**src/rtl/merged_mem_ctrl_pkg.sv**
```systemverilog
// ---------------------------------------------------------------------------
// merged_mem_ctrl_pkg
//   Shared definitions for the merged-memory-bus slave controller:
//   FSM state encoding, access-type encoding and a range-check helper.
// ---------------------------------------------------------------------------
package merged_mem_ctrl_pkg;

  // Controller FSM states (2-bit encoding).
  typedef enum logic [1:0] {
    ST_IDLE   = 2'd0,
    ST_WAIT   = 2'd1,
    ST_ACCESS = 2'd2,
    ST_RESP   = 2'd3
  } state_t;

  // Access type latched at the start of an access.
  typedef enum logic {
    OP_RD = 1'b0,
    OP_WR = 1'b1
  } op_t;

  localparam int unsigned DATA_W    = 32;
  localparam int unsigned CNT_W     = 4;   // wait-state counter width (0..15)

  // True when a word index (byte address [31:2]) falls inside the SRAM.
  function automatic logic word_in_range(input logic [29:0] word,
                                         input int unsigned words);
    return ({2'b00, word} < words);
  endfunction

endpackage

```
**src/rtl/merged_mem_ctrl.sv**
```systemverilog
// ---------------------------------------------------------------------------
// merged_mem_ctrl
//   Slave controller on the merged instruction/data memory bus. Converts
//   held-level rd/wr requests from the arbiter into single accesses on an
//   external single-port synchronous SRAM (1-cycle read latency), with
//   programmable wait states before the SRAM strobe and a one-cycle ready
//   pulse per completed access. An access is abandoned if the arbiter
//   changes or withdraws its request before completion.
//
// Parameters
//   MEM_WORDS    SRAM depth in 32-bit words; word index = addr[AW+1:2]
//   WAIT_STATES  idle cycles inserted before the SRAM strobe (0..15)
//
// Ports
//   clk_i              clock, rising edge
//   rst_i              asynchronous reset, active low
//   merged_mem_rd_i    read request, held until ready or withdrawn
//   merged_mem_wr_i    write request (wins when rd is also high)
//   merged_mem_addr_i  byte address, bits [1:0] ignored
//   merged_mem_data_i  write data
//   merged_mem_ready_o one-cycle completion pulse
//   merged_mem_data_o  read data, valid while ready is high
//   sram_en_o          SRAM strobe
//   sram_we_o          SRAM write enable (only high with sram_en_o)
//   sram_addr_o        SRAM word address
//   sram_wdata_o       SRAM write data
//   sram_rdata_i       SRAM read data, valid the cycle after a read strobe
//   addr_err_o         pulses with ready when the address is out of range
//   busy_o             controller is not idle
// ---------------------------------------------------------------------------
module merged_mem_ctrl
  import merged_mem_ctrl_pkg::*;
#(
  parameter int unsigned MEM_WORDS   = 4096,
  parameter int unsigned WAIT_STATES = 0,
  localparam int unsigned AW         = $clog2(MEM_WORDS)
) (
  input  logic              clk_i,
  input  logic              rst_i,
  input  logic              merged_mem_rd_i,
  input  logic              merged_mem_wr_i,
  input  logic [31:0]       merged_mem_addr_i,
  input  logic [31:0]       merged_mem_data_i,
  output logic              merged_mem_ready_o,
  output logic [31:0]       merged_mem_data_o,
  output logic              sram_en_o,
  output logic              sram_we_o,
  output logic [AW-1:0]     sram_addr_o,
  output logic [31:0]       sram_wdata_o,
  input  logic [31:0]       sram_rdata_i,
  output logic              addr_err_o,
  output logic              busy_o
);

  localparam logic [CNT_W-1:0] WAIT_INIT = CNT_W'(WAIT_STATES);

  state_t              state;
  logic [CNT_W-1:0]    cnt;
  op_t                 op_q;
  logic [29:0]         word_q;    // latched byte address [31:2]
  logic [DATA_W-1:0]   wdata_q;

  op_t                 op_cur;
  logic                req;
  logic                match;
  logic                in_range;
  logic                unused_addr_lsb;

  // Byte-lane bits never take part in an access.
  assign unused_addr_lsb = ^merged_mem_addr_i[1:0];

  assign req      = merged_mem_rd_i | merged_mem_wr_i;
  assign op_cur   = merged_mem_wr_i ? OP_WR : OP_RD;
  assign match    = req && (op_q == op_cur) && (word_q == merged_mem_addr_i[31:2]);
  assign in_range = word_in_range(word_q, MEM_WORDS);

  always_ff @(posedge clk_i or negedge rst_i) begin
    if (!rst_i) begin
      state   <= ST_IDLE;
      cnt     <= '0;
      op_q    <= OP_RD;
      word_q  <= '0;
      wdata_q <= '0;
    end else begin
      case (state)
        ST_IDLE: begin
          if (req) begin
            op_q    <= op_cur;
            word_q  <= merged_mem_addr_i[31:2];
            wdata_q <= merged_mem_data_i;
            cnt     <= WAIT_INIT;
            state   <= (WAIT_STATES > 0) ? ST_WAIT : ST_ACCESS;
          end
        end
        ST_WAIT: begin
          if (!match) begin
            state <= ST_IDLE;
          end else begin
            cnt <= cnt - 1'b1;
            if (cnt == CNT_W'(1)) begin
              state <= ST_ACCESS;
            end
          end
        end
        ST_ACCESS: begin
          state <= match ? ST_RESP : ST_IDLE;
        end
        ST_RESP: begin
          state <= ST_IDLE;
        end
        default: begin
          state <= ST_IDLE;
        end
      endcase
    end
  end

  // The strobe is gated by the live request so that an access withdrawn in
  // the ACCESS cycle never reaches the SRAM; address and data come from the
  // latched copies only.
  assign sram_en_o    = (state == ST_ACCESS) && match && in_range;
  assign sram_we_o    = sram_en_o && (op_q == OP_WR);
  assign sram_addr_o  = word_q[AW-1:0];
  assign sram_wdata_o = wdata_q;

  // A request that changes during RESP gets no ready; a write has already
  // been committed and the arbiter's reissue simply repeats it.
  assign merged_mem_ready_o = (state == ST_RESP) && match;
  assign merged_mem_data_o  = ((state == ST_RESP) && (op_q == OP_RD) && in_range)
                              ? sram_rdata_i : '0;
  assign addr_err_o         = merged_mem_ready_o && !in_range;
  assign busy_o             = (state != ST_IDLE);

endmodule

```
**config.mk**
```make
export PLATFORM = sky130hd
export DESIGN_NAME = merged_mem_ctrl
export DESIGN_NICKNAME = d
export VERILOG_FILES = /design/src/rtl/merged_mem_ctrl_pkg.sv /design/src/rtl/merged_mem_ctrl.sv
export SDC_FILE = /design/constraint.sdc
export NUM_CORES = 1
export LEC_CHECK = 0
export CAP_MARGIN = 15
export CORE_MARGIN = 8
export CORE_UTILIZATION = 37
export CTS_BUF_LIST = sky130_fd_sc_hd__clkbuf_2 sky130_fd_sc_hd__clkbuf_4 sky130_fd_sc_hd__clkbuf_8
export DETAILED_ROUTE_END_ITERATION = 8
export PLACE_DENSITY = 0.86
export RECOVER_POWER = 50
export SYNTH_ARGS = -nofsm -noshare
export SYNTH_HDL_FRONTEND = slang
export SYNTH_SLANG_ARGS = --single-unit
```
**constraint.sdc**
```tcl
create_clock -name clk_i -period 2.4 [get_ports clk_i]
set_input_delay 0.48 -clock clk_i [delete_from_list [all_inputs] [get_ports clk_i]]
set_output_delay 0.48 -clock clk_i [all_outputs]
set_load 0.01 [all_outputs]
```
# After elaboration in Yosys (flattened, before gate mapping)

Index checks and enable logic that the tools add are counted.
W data, S select, Z words.

$add $sub $neg: 1
$lt $le $gt $ge: 1
Equal/unequal tests: 9
Multiplexer cells: 10
Bitwise logic cells: 2
Reduce and logical (&&, ||, !) cells: 16

Operators with widths:

| cell                   | number |
|---|---|
| $mux W32               | 1 |
| $eq A30 B30 Y1         | 1 |
| $lt A30 B13 Y1 const B | 1 |
| $logic_and A1 B1 Y1    | 9 |
| $mux W2                | 4 |
| $mux W4                | 2 |
| $pmux W2 S4            | 1 |
| $pmux W4 S2            | 1 |
| $eq A2 B2 Y1 const B   | 2 |
| $eq A4 B1 Y1 const B   | 1 |
| $ne A2 B2 Y1 const B   | 2 |
| $reduce_and A2 Y1      | 2 |
| $reduce_bool A2 Y1     | 2 |
| $sub A4 B1 Y4 const B  | 1 |
| $ne A3 B3 Y1 const B   | 1 |
| $reduce_and A3 Y1      | 1 |
| $eq A2 B1 Y1 const B   | 1 |
| $logic_not A2 Y1       | 1 |
| $eq A1 B1 Y1           | 1 |
| $logic_not A1 Y1       | 1 |
| $mux W1                | 1 |
| $not A1 Y1             | 1 |
| $or A1 B1 Y1           | 1 |

Bits in registers: 69
Input bits: 100
Word-level logic and storage cells: 44

# Logic depth before layout (Yosys ltp)

Depth after elaboration: 7
Mapped depth: 6
Depth with buffers taken out: 5

# Worst setup path after synthesis

OpenSTA, ideal clock, no wires.

Path type: reg-to-output
From: register word_q[14]
To: output port merged_mem_data_o[10]
Arrival time: 2006 ps
Data required time: 1920 ps
Path slack: -86 ps
Cell stages (with the launch flop): 6
Path buffers: 1
Path through: dfrtp_1 or4_1 nor4_1 nor3b_1 clkbuf_1 and2_1

Cells in the longest elaborated chain, start to end: 3

Ends and longest elaborated chain:

| item                     | RTL line                  | RTL |
|---|---|---|
| start: declaration       | merged_mem_ctrl.sv:60     | `logic [29:0] word_q;` |
| start signal: assignment | merged_mem_ctrl.sv:89     | `word_q <= merged_mem_addr_i[31:2];` |
| $lt A30 B13 Y1           | merged_mem_ctrl_pkg.sv:28 | `return ({2'b00, word} < words);` |
| $logic_and A1 B1 Y1      | merged_mem_ctrl.sv:129    | `assign merged_mem_data_o = ((state == ST_RESP) && (op_q == OP_RD) && in_range)` |
| $mux W32                 | merged_mem_ctrl.sv:130    | `? sram_rdata_i : '0;` |
| end: declaration         | merged_mem_ctrl.sv:45     | `output logic [31:0] merged_mem_data_o,` |

No other way between the ends.

# Worst setup path in the final report

From: register word_q[24]
To: output port merged_mem_data_o[26]

Same word-level chain as after synthesis.

==> summary.txt <==
Status
  – Status: finished with violations
  – Failing checks: setup timing

Floorplanning
  – Die X: 113 um
  – Core Area: 9200 um^2
  – Chip Height: about 110 um
  – Die ar.: 12,800 um^2
  – Io pins: 181
  – Row count: 35
  – Starting Density: 38.0%

STA
  – Final setup viols: 37
  – Final hold vios: 0
  – Slew Limit Fails: 0
  – Relative slew slack: 20.6%
  – Final hold slack: 0.361 ns
  – RSZ-0062 raised after global routing: yes
  – Fin crit share: 117%
  – Max frequency: 357 MHz
  – Worst slew pin tran: approximately 1.2 ns
  – Worst clock skew: approximately 0.005 ns
  – Minimum clock period: 2.80 ns
  – Worst setup margin: -0.403 ns

Synth
  – Post-Synth Simple-Gate Area: about 15%
  – Synth cell types: 33
  – Yosys warns: 0
  – Post-synthesis xor/xnor area fraction: 8.28%
  – Seq/Total Area, Yosys: 49.5%
  – Compound-Gate Fraction of Synth Area: under 10%
  – Yosys reg bits: 69
  – Synthesized cell area: between 3000 and 4000 um^2
  – Synthesized Nets: ~400
  – Synthesized area per cell: 12.0 um^2
  – Mux share of post-synthesis cell area: 20.0%
  – Mapped Cells: 292
  – Largest family of logic cells by synthesized area: multiplexers
  – Adder-Cell Fraction of Synth Area: 0.717%

Setup path
  – WP buf/inv: 4
  – Most common cell on crit path: nor4_2
  – Critical Path RT: 1.92 ns
  – Startpoint class of the critical path: flip-flop
  – Cell breakdown of the critical path: nor4_2 > nand3_1 > nor4_2 > buf_4 > nor3b_4 > buf_6 > buf_16 > and2_1 > buf_2
  – CP endpoint kind: output port
  – CP top delay family: simple AND/OR/NAND/NOR gates
  – Worst-path fanout max: 16
  – CP Depth: 9
  – Critical path class: flip-flop to output port
  – Worst reg2reg path depth: 6
  – Slowest cell on the critical path: dfrtp_1
  – Critical Path AT: between 2 and 2.5 ns
  – Slowest stage delay, CP: around 0.4 ns

Clock network
  – CTS H-Tree Depth: 3
  – CTS Buf Count: 9
  – Clock sink total: approximately 70
  – Worst-case clock buffer depth: 2
  – CTS Hold Bufs: 0
  – Clk pin slew, worst setup/hold paths: 0.07 ns
  – Root buf cell: clkbuf_8
  – Skew-Pair Late Insertion Delay: 0.34 ns
  – CTS tree: built

Final layout
  – Multi-input logic area: ~1900 um^2
  – Syn-to-layout area delta: 75.1%
  – Finished Layout Cells: roughly 640
  – Commonest non-fill, non-tap cell in the layout: clkdlybuf4s50_1
  – Core Util, Final: 66.5%
  – Share of layout cells above drive strength 1: between 40 and 50%
  – Seq. cell area: 1730 um^2
  – Commonest cells after routing, fill and taps aside: clkdlybuf4s50_1, dfrtp_1, mux2_2
  – Fillers: 661
  – Fin nets: 628

Global routing
  – Number of global-route vias before repair: 3,673
  – Pin count of the biggest net entering global routing: 48
  – Global Route Usage Sum: 18.2%
  – First-pass GRT wire length: 18,500 um
  – Initial antenna violation count: 1
  – Total congestion overflow: 0

Power and ir drop
  – Switching Share: 29.4%
  – Total power: 3.63 mW
  – Max rail drop VDD: 396 uV
  – Gate power share: between 30% and 40%
  – P_leak: 2.76 nW
  – Clock Power Share: 21.9%
  – Pwr dens: 594 nW/um^2
  – NetSw: 1.07 mW
  – Internal Pwr Total: 2.56 mW
  – Sequential fraction of design power: roughly two fifths

Drt
  – Post-Route WL: 11,900 um
  – DRC Markers: 0
  – Via count: 3,223
  – Routed length per instance: 18.5 um
  – Avg Vias per Cell: 5.02
  – Post-route ant nets: 0
  – Pre-Repair DR Iteration Count: 4
  – Initial DRC count: about 120

Placed design
  – Place WS: -0.880 ns
  – Number of port buffers: 178
  – Gp weighted congestion: 0.892
  – Number of instances in the placed design: ~610
  – DPL Wire Length: slightly below 9000 um

Hold path
  – Min-delay worst type: input pin to asynchronous set/reset pin

Flow run
  – MaxCap Viol Count: 0
==> repair_timing <==
| action | CTS | global route |
|---|---|---|
| resized for setup | 203 | 28 |
| pin swaps | 15 | 14 |
| endpoints found under the setup margin | 38 | 39 |
| buffers inserted | 18 | 7 |
| gates cloned | 1 | 0 |
==> metal layers <==
layer	vias to the layer above	GRT usage [%]	routed length [um]
met3	23	9.90	1530
met1	1557	16.5	4050
met5	-	0	0
met2	175	32.7	6060
met4	0	7.99	240
li1	1468	-	-
==> synthesized netlist by cell type <==
cell type  count  area share (%)
and4_1         1            0.25
nand2_1       10             1.1
mux2_2        62              20
nand3_1        6            0.86
nor3b_1        1            0.22
nor2_1         8            0.86
a2bb2oi_1      1            0.25
or4_4          1            0.32
clkbuf_1      10             1.1
xnor2_1        9             2.3
a31o_2         1            0.25
and2_1        32             5.7
a21oi_1        2            0.29
o211ai_1       2            0.43
dfrtp_1       69              49
o21ai_1        1            0.14
nor4_1        10             1.8
or4_1          5             1.1
nand2b_1       1            0.18
nor2b_1        1            0.18
or3_1          1            0.18
buf_4         12             2.6
ha_1           2            0.72
nand4bb_1      1            0.32
a21o_1         2            0.43
nand4_1        5            0.90
or4b_2         1            0.29
xor2_1        24             6.0
inv_1          5            0.54
o311ai_0       2            0.50
and4bb_2       1            0.36
nor3_1         2            0.29
a31oi_1        1            0.18
==> power by group through the flow <==
stage	Sequential (mW)	Combinational [mW]	Clock, mW
3_5_place_dp	1.50	1.21	0
6_report	1.49	1.34	0.795
2_1_floorplan	1.55	0.446	0
5_1_grt	1.51	1.43	0.868
3_3_place_gp	1.48	1.17	0
4_1_cts	1.49	1.30	0.816
==> cell families (layout without fill, tap and decap cells) <==
| kind of cell | after synthesis | after routing |
|---|---|---|
| flops | 69 | 69 |
| simple gates | 87 | 87 |
| buf+inv | 27 | 264 |
| compound gates | 12 | 12 |
| mux | 62 | 62 |
| fa+ha+maj | 2 | 2 |
| xor+xnor | 33 | 33 |
| other cells | 0 | 2 |
==> worst reg2reg max path, stage by stage (launching register included) <==
cell	delay, ns
dfrtp_1	0.41
buf_6	0.14
xor2_4	0.19
or4_1	0.51
or4_4	0.58
or4_4	0.44
nand3_2	0.08
==> sequential cells by signal, indices dropped and copies added (netlist names) <==
name and count:
word_q 30, sram_wdata_o 32, cnt 4, state 2, op_q 1
==> area by class of cell <==
class / count / area share, %
timing repair buffer: 245 / 35.5
multi-input combinational: 196 / 31.0
sequential: 69 / 28.2
clock buffer: 11 / 2.27
tap: 111 / 2.27
inverter: 5 / 0.307
clock inverter: 3 / 0.246
antenna: 2 / 0.0819
==> path summary, 6_finish.rpt <==
| kind | from | end | slack [ns] |
|---|---|---|---|
| max | word_q[24]$_DFFE_PN0P_ | merged_mem_data_o[26] | -0.40 |
| min | rst_i | sram_wdata_o[6]$_DFFE_PN0P_ | 0.36 |
| max reg2reg | word_q[27]$_DFFE_PN0P_ | cnt[1]$_DFFE_PN0P_ | -0.02 |
| min reg2reg | sram_wdata_o[9]$_DFFE_PN0P_ | sram_wdata_o[9]$_DFFE_PN0P_ | 0.51 |
| max in group asynchronous | rst_i | sram_wdata_o[11]$_DFFE_PN0P_ | 0.68 |
| min in group clk_i | merged_mem_addr_i[31] | word_q[29]$_DFFE_PN0P_ | 0.48 |
==> stage by stage <==
| stage | area, um^2 | setup TNS [ns] |
|---|---|---|
| floorplan | 3500 | 0 |
| global placement | 5700 | -19.52 |
| detailed placement | 5700 | -22.77 |
| CTS | 6010 | -13.89 |
| global route | 6110 | -18.97 |
| finish | 6110 | -13.36 |
No activity file was read; power rests on OpenSTA's default activity.
